[src/rtl/note_event_tracker.sv]
// rtl/note_event_tracker.sv - five-voice MIDI note/duration tracker
module note_event_tracker #(
    parameter logic [31:0] DUR_SAT = 32'd1_200_000_000
) (
    input  logic            clk_in,
    input  logic            rst_in,
    input  logic            midi_valid_in,
    input  logic            midi_on_in,
    input  logic [6:0]      midi_velocity_in,
    input  logic [7:0]      midi_note_in,
    output logic [4:0][7:0] notes_out,
    output logic [4:0][31:0] durations_out,
    output logic [4:0]      held_out,
    output logic [4:0]      release_out,
    output logic            overflow_out
);

    typedef enum logic [1:0] {
        S_IDLE     = 2'd0,
        S_HELD     = 2'd1,
        S_RELEASED = 2'd2
    } slot_state_t;

    localparam logic [7:0] NOTE_NONE = 8'hFF;

    slot_state_t state_q [5];
    slot_state_t state_d [5];
    logic [7:0]  note_q  [5];
    logic [7:0]  note_d  [5];
    logic [31:0] dur_q   [5];
    logic [31:0] dur_d   [5];
    logic [31:0] dur_inc [5];

    logic [4:0] release_q, release_d;
    logic       overflow_q, overflow_d;

    logic       code_ok;
    logic       ev_valid;
    logic       is_on;
    logic [4:0] free;
    logic [4:0] match_held;
    logic [4:0] alloc_oh;
    logic       do_alloc;
    logic       do_release;

    assign code_ok  = (midi_note_in[7:4] <= 4'd11) && (midi_note_in[3:0] <= 4'd8);
    assign ev_valid = midi_valid_in && code_ok;
    assign is_on    = midi_on_in && (midi_velocity_in != 7'd0);

    always_comb begin
        for (int i = 0; i < 5; i++) begin
            free[i]       = (state_q[i] != S_HELD);
            match_held[i] = (state_q[i] == S_HELD) && (note_q[i] == midi_note_in);
            dur_inc[i]    = (dur_q[i] >= DUR_SAT) ? DUR_SAT : dur_q[i] + 32'd1;
        end
    end

    // Isolate the lowest free slot; a held code never appears twice, so match_held is one-hot.
    assign alloc_oh   = free & (~free + 5'd1);
    assign do_alloc   = ev_valid && is_on && !(|match_held) && (|free);
    assign overflow_d = ev_valid && is_on && !(|match_held) && !(|free);
    assign do_release = ev_valid && !is_on;

    always_comb begin
        for (int i = 0; i < 5; i++) begin
            state_d[i]   = state_q[i];
            note_d[i]    = note_q[i];
            // Release freezes at the value this cycle's increment produces.
            dur_d[i]     = (state_q[i] == S_HELD) ? dur_inc[i] : dur_q[i];
            release_d[i] = 1'b0;
            if (do_alloc && alloc_oh[i]) begin
                state_d[i] = S_HELD;
                note_d[i]  = midi_note_in;
                dur_d[i]   = 32'd0;
            end
            if (do_release && match_held[i]) begin
                state_d[i]   = S_RELEASED;
                release_d[i] = 1'b1;
            end
        end
    end

    always_ff @(posedge clk_in or negedge rst_in) begin
        if (!rst_in) begin
            for (int i = 0; i < 5; i++) begin
                state_q[i] <= S_IDLE;
                note_q[i]  <= NOTE_NONE;
                dur_q[i]   <= 32'd0;
            end
            release_q  <= 5'd0;
            overflow_q <= 1'b0;
        end else begin
            for (int i = 0; i < 5; i++) begin
                state_q[i] <= state_d[i];
                note_q[i]  <= note_d[i];
                dur_q[i]   <= dur_d[i];
            end
            release_q  <= release_d;
            overflow_q <= overflow_d;
        end
    end

    always_comb begin
        for (int i = 0; i < 5; i++) begin
            notes_out[i]     = note_q[i];
            durations_out[i] = dur_q[i];
            held_out[i]      = (state_q[i] == S_HELD);
        end
    end

    assign release_out  = release_q;
    assign overflow_out = overflow_q;

endmodule

[config.mk]
export PLATFORM = sky130hd
export DESIGN_NAME = note_event_tracker
export DESIGN_NICKNAME = d
export VERILOG_FILES = /design/src/rtl/note_event_tracker.sv
export SDC_FILE = /design/constraint.sdc
export NUM_CORES = 1
export LEC_CHECK = 0
export BUFFER_PORTS_ARGS = -buffer_cell sky130_fd_sc_hd__buf_2
export CAP_MARGIN = 0
export CELL_PAD_IN_SITES_DETAIL_PLACEMENT = 1
export CELL_PAD_IN_SITES_GLOBAL_PLACEMENT = 1
export CORE_ASPECT_RATIO = 1.25
export CORE_MARGIN = 8
export CORE_UTILIZATION = 41
export CTS_BUF_LIST = sky130_fd_sc_hd__clkbuf_2
export CTS_CLUSTER_DIAMETER = 150
export DETAILED_ROUTE_END_ITERATION = 10
export HOLD_SLACK_MARGIN = 0.08
export PLACE_DENSITY_LB_ADDON = 0.1
export SYNTH_ARGS = -nofsm -noshare
export SYNTH_HDL_FRONTEND = slang
export SYNTH_SLANG_ARGS = --single-unit
[constraint.sdc]
create_clock -name clk_in -period 4.3 [get_ports clk_in]
set_input_delay 0.43 -clock clk_in [delete_from_list [all_inputs] [get_ports clk_in]]
set_output_delay 0.43 -clock clk_in [all_outputs]
set_load 0.01 [all_outputs]
* Word-level counts from Yosys, hierarchy flattened
Index checks and enable logic that the tools add are counted.
Word-level totals: register bits after elaboration 216, output and inout port bits 211, logic and storage cells 116
Cells by class: add/sub/neg operators 6, magnitude comparators 7, eq/ne operators 15, muxes and demuxes 30, bitwise gates (word level) 2, reductions and logical operators 39
Operators with widths (count):
- $mux W32 | 15
- $add A32 B1 Y32 const B | 5
- $ge A32 B31 Y1 const B | 5
- $eq A8 B8 Y1 | 5
- $logic_and A1 B1 Y1 | 23
- $mux W2 | 10
- $reduce_bool A2 Y1 | 10
- $eq A2 B1 Y1 const B | 5
- $ne A2 B1 Y1 const B | 5
- $reduce_or A5 Y1 | 2
- $le A4 B4 Y1 const B | 2
- $reduce_bool A7 Y1 | 1
- $add A5 B1 Y5 const B | 1
- $and A5 B5 Y5 | 1
- $mux W1 | 5
- $not A5 Y5 | 1
- $logic_not A1 Y1 | 3

* Longest topological paths before layout
depth in word-level cells 9, depth in mapped cells 11, gate-level depth less buffers 8

* Worst setup path after synthesis
No wires, ideal clock.
kind input-to-reg, start input port midi_note_in[4], end register dur_q (netlist bit durations_out[104]), data arrival time 2219 ps, required time 4190 ps, setup slack 1970 ps, stages 10, cells stage by stage buf_2 xor2_1 nor4_1 a31oi_2 and3_1 buf_4 a21oi_2 buf_2 o21ai_0 o41ai_1
On the way: cells in the longest elaborated chain, start to end 8, elaborated cells on any way between the ends 21, classes of those cells 1 x order compare; 5 x eq/ne; 1 x mux; 14 x reduce/logical
Ends and longest elaborated chain:
- from (decl) | line 10 | input logic [7:0] midi_note_in,
- $le A4 B4 Y1 or $eq A8 B8 Y1 (tied branches) | line 46, 53
- $logic_and A1 B1 Y1, on equally long branches | line 46, 53
- $logic_and A1 B1 Y1 or $reduce_or A5 Y1 (tied branches) | line 47, 60
- $logic_and A1 B1 Y1 or $logic_not A1 Y1 (tied branches) | line 60 | assign do_alloc = ev_valid && is_on && !(|match_held) && (|free);
- $logic_and A1 B1 Y1 (*) (2 in a row) | line 60
- $logic_and A1 B1 Y1 (*) | line 71 | if (do_alloc && alloc_oh[i]) begin
- $mux W32 or $reduce_bool A2 Y1 (tied branches)
- to (signal, indexed assignment) | line 96 | dur_q[i] <= dur_d[i];
- to (decl) | line 30 | logic [31:0] dur_q [5];
Every way passes the cells marked *; elsewhere a longest branch is shown, timed or not. A chain may end at the register's enable or synchronous reset.

* Worst setup path in the final report
start register state_q[8] (netlist bit), end register dur_q (netlist bit durations_out[73])
On the way: cells in the longest elaborated chain, start to end 8, elaborated cells on any way between the ends 14, classes of those cells 1 x add/sub; 2 x eq/ne; 1 x mux; 2 x bitwise; 8 x reduce/logical
Ends and longest elaborated chain:
- from (decl) | line 26 | slot_state_t state_q [5];
- from (signal, indexed assignment) | line 94 | state_q[i] <= state_d[i];
- parallel branches: the longest is 6 deep, another holds $add A5 B1 Y5
- $logic_and A1 B1 Y1 (*) | line 71
- $mux W32 or $reduce_bool A2 Y1 (tied branches)
Every way passes the cells marked *.

==> results.yml <==
sta:
  rsz0062_at_grt: "false"
  max_freq_mhz: 310
  finalCritPeriodShare_pct: 75.1
  period_minus_slack_ns: 3.23
  worst_clock_skew_ns: 0.0952
  maxSlewHeadroom_pct: 25.5
  finalSetupViolations: 0
  slew_viol_final: 0
  hold_ws_ns: 0.104
  worst-slew-pin-transition_ns: 1.11
  setup_tns_final_ns: 0
  final_hold_violating_endpoints: 0
detailed_routing:
  drtPass1Iterations: 4
  detailroute.via_count: 11100
  detail_route.drc_violations: 0
  routed_via_density: 5.76
  routed_wl_um: 39500
  drt-wirelength-per-cell_um: 20.5
  ant_nets: 0
  first_iter_violations: 523
synth:
  yosys.cell_types.count: 68
  average_size_of_a_mapped_cell_um2: 9.05
  synth_edf_count: 0
  ys_warn_count: 0
  synth_sequential_area_ratio_pct: 46.7
  synth.cell_area_mm2: 0.0117
  synth_cells: 1289
  ys_dominant_reg_cell: "dfrtp_1"
  synth-seq-cells: 216
  synth_nets: 1318
  synthArstFlopShare_pct: 100
power:
  p_clk_share_pct: 21.1
  static_power_due_to_leakage_nw: 6.59
  power_frac_comb_pct: 32.9
  share_seq_of_total_power_pct: 46.0
  p_sw_share_pct: 42.2
  irDropWorstVdd_mv: 0.257
  powerDensity_mw_per_mm2: 499
  switching_power_mw: 2.88
  p_int_mw: 3.95
floorplanning:
  die_height_um: 205
  io_pins: 230
  dieWidth_um: 167
  design.die.area_mm2: 0.0342
  initial_core_util_pct: 41.3
  std_cell_rows: 69
  core_area_mm2: 0.0282
placement:
  dpl-instance-area_mm2: 0.0131
  detailed_place_hpwl_um: 28500
  placer_congestion_estimate: 0.825
  io_buffer_count: 229
final_layout:
  flow.area_growth_from_synthesis_pct: 17.3
  final_layout_size_suffix_gt1_share_pct: 27.3
  filler_cell_count: 3465
  design.final.nets: 1563
  final_cell_area_mm2: 0.0137
worst_setup_path:
  timing.critical_path.arrival_ns: 3.97
  worst_ep_required_time_ns: 5.04
  timing.critical_path.from_type: "register"
  timing.setup.critical_path_class: "register to register"
  worst-path-max-fanout: 16
  crit_path_end_kind: "register"
outcome:
  outcome: "completed"
grt:
  grt_pass1_vias: 11800
  grt_overflow: 0
  grt_antenna_before_repair: 1
  gr-usage-all-layers_pct: 23.0
  grt_max_degree: 101
  grt_pass1_wl_um: 64700
run:
  max-cap-violations: 0
hold_path:
  hold_class: "input pin to async pin"
clock_tree:
  clk_transition_reported_paths_ns: 0.10
  cts_buffers: 57
  tritoncts: "done"
  cts.sinks: 216
  clock_insertion_delay_worst_skew_ns: 0.93
  post_cts_resize_count: 0
  cts-htree-levels: 2
  cts_max_path_buffers: 3
  clockRootBuffer: "clkbuf_2"
[worst paths after layout]
path	from	to	slack, ns	depth (start not counted)
max	state_q[8]	durations_out[73]	1.07	7
min	rst_in	durations_out[38]	0.10	2
max reg2reg	state_q[8]	durations_out[73]	1.07	7
min reg2reg	state_q[5]	state_q[5]	0.48	1
max in group asynchronous	rst_in	durations_out[67]	3.10	3
min in group clk_in	midi_valid_in	release_out[1]	0.18	4
[kinds of logic (layout without fill, tap and decap cells)]
group	Yosys count	count (layout)	share of synthesized area, %
simple gates	517	517	22.5
compound gates	346	346	18.0
flops	216	216	46.7
buf+inv	104	391	3.81
xor+xnor	63	63	4.73
mux	33	33	3.17
fa+ha+maj	10	10	1.07
other cells	0	1	0
[sequential cells by signal, indices dropped and copies added (netlist names)]
signal         count
overflow_out       1
durations_out    160
release_out        5
state_q           10
notes_out         40
[worst max-delay path, cell delays in order, from the launching register on]
cell      delay [ns]
dfrtp_1         0.39
nand2b_1        0.28
inv_1           0.31
nand4_1         0.19
and4_1          0.71
nand3_2         0.44
o21ai_1         0.64
nor2_1          0.12
[synthesized netlist by cell type, types with 4 or more instances]
cell type | instances | area [µm²]
a211o_1 | 15 | 131
a211oi_1 | 8 | 60.1
a21o_1 | 11 | 82.6
a21oi_1 | 86 | 430
a22o_1 | 8 | 70.1
a311oi_1 | 6 | 52.6
a31oi_1 | 26 | 163
and2_1 | 25 | 156
and3_1 | 49 | 307
and4_1 | 12 | 105
buf_2 | 19 | 95.1
buf_4 | 4 | 30.0
clkbuf_1 | 42 | 158
dfrtp_1 | 176 | 4400
dfstp_2 | 40 | 1050
ha_1 | 10 | 125
inv_1 | 36 | 135
mux2_2 | 32 | 360
nand2_1 | 125 | 469
nand2b_1 | 8 | 50.1
nand3_1 | 80 | 400
nand4_1 | 37 | 231
nor2_1 | 93 | 349
nor3_1 | 34 | 170
nor4_1 | 17 | 106
o211ai_1 | 6 | 45.0
o21a_1 | 4 | 30.0
o21ai_0 | 125 | 626
o21ai_1 | 6 | 30.0
o22ai_1 | 4 | 25.0
o31ai_1 | 15 | 113
or2_2 | 5 | 31.3
or3_1 | 12 | 75.1
or4_1 | 4 | 30.0
xnor2_1 | 10 | 87.6
xor2_1 | 53 | 464
[metal layers]
layer  track usage [%]  vias to the layer above  share of wire [%]  wire length [µm]
met5                 0                        -                  0                 0
li1                  -                     5204                  -                 -
met2              39.9                      275                 49             19500
met4              9.09                        0                3.1              1230
met1              27.2                     5572                 42             16600
met3              5.61                       72                5.7              2270
[power groups by stage]
| stage | sequential [mW] | clock [mW] | combinational [mW] |
|---|---|---|---|
| after floorplan | 3.20 | 0 | 1.16 |
| after global placement | 3.16 | 0 | 2.20 |
| after global routing | 3.22 | 1.60 | 2.49 |
| final | 3.14 | 1.44 | 2.25 |
| after CTS | 3.15 | 1.51 | 2.29 |
| after detailed placement | 3.18 | 0 | 2.28 |
[cell type report]
class	count	area (µm²)	share of cell area [%]
antenna	1	2.50	0.0183
clock buffer	84	420	3.07
clock inverter	17	72.6	0.530
inverter	36	135	0.987
multi-input combinational	969	5780	42.2
sequential	216	5460	39.8
tap	355	444	3.24
timing repair buffer	254	1380	10.1
[per-stage QoR]
step / setup WS, ns / util [%] / power [mW] / cells
after floorplan: 1.97 / - / 4.36 / 1289
after global placement: 1.13 / 46.4 / 5.36 / 1820
after detailed placement: 0.977 / 46.4 / 5.47 / 1820
after CTS: 1.04 / 48.5 / 6.95 / 1931
after global routing: 0.694 / 48.5 / 7.31 / 1932
final: 1.07 / 48.5 / 6.83 / 1932
[placed cells by master, fill, tap and decap left out, types with 10 or more instances in the layout]
master           n
clkinv_1        10
a31oi_1         25
inv_1           36
ha_1            10
mux2_2          32
nand2_1        125
nor2_1          93
nor3_1          34
nand4_1         37
nand3_1         80
buf_2          228
o21ai_0        124
buf_4           14
dfstp_2         40
or3_1           12
nor4_1          17
a21oi_1         86
a21o_1          11
xnor2_1         10
dlygate4sd3_1   10
and3_1          49
dfrtp_1        176
and4_1          12
clkbuf_2        84
xor2_1          53
a211o_1         15
and2_1          25
o31ai_1         15
[timing repair]
item | CTS | global route
hold endpoints to repair | 146 | 0
setup endpoints to repair | 0 | 0
setup buffers | 0 | 0
hold buffers | 10 | 0
No activity file was read; power rests on OpenSTA's default activity.
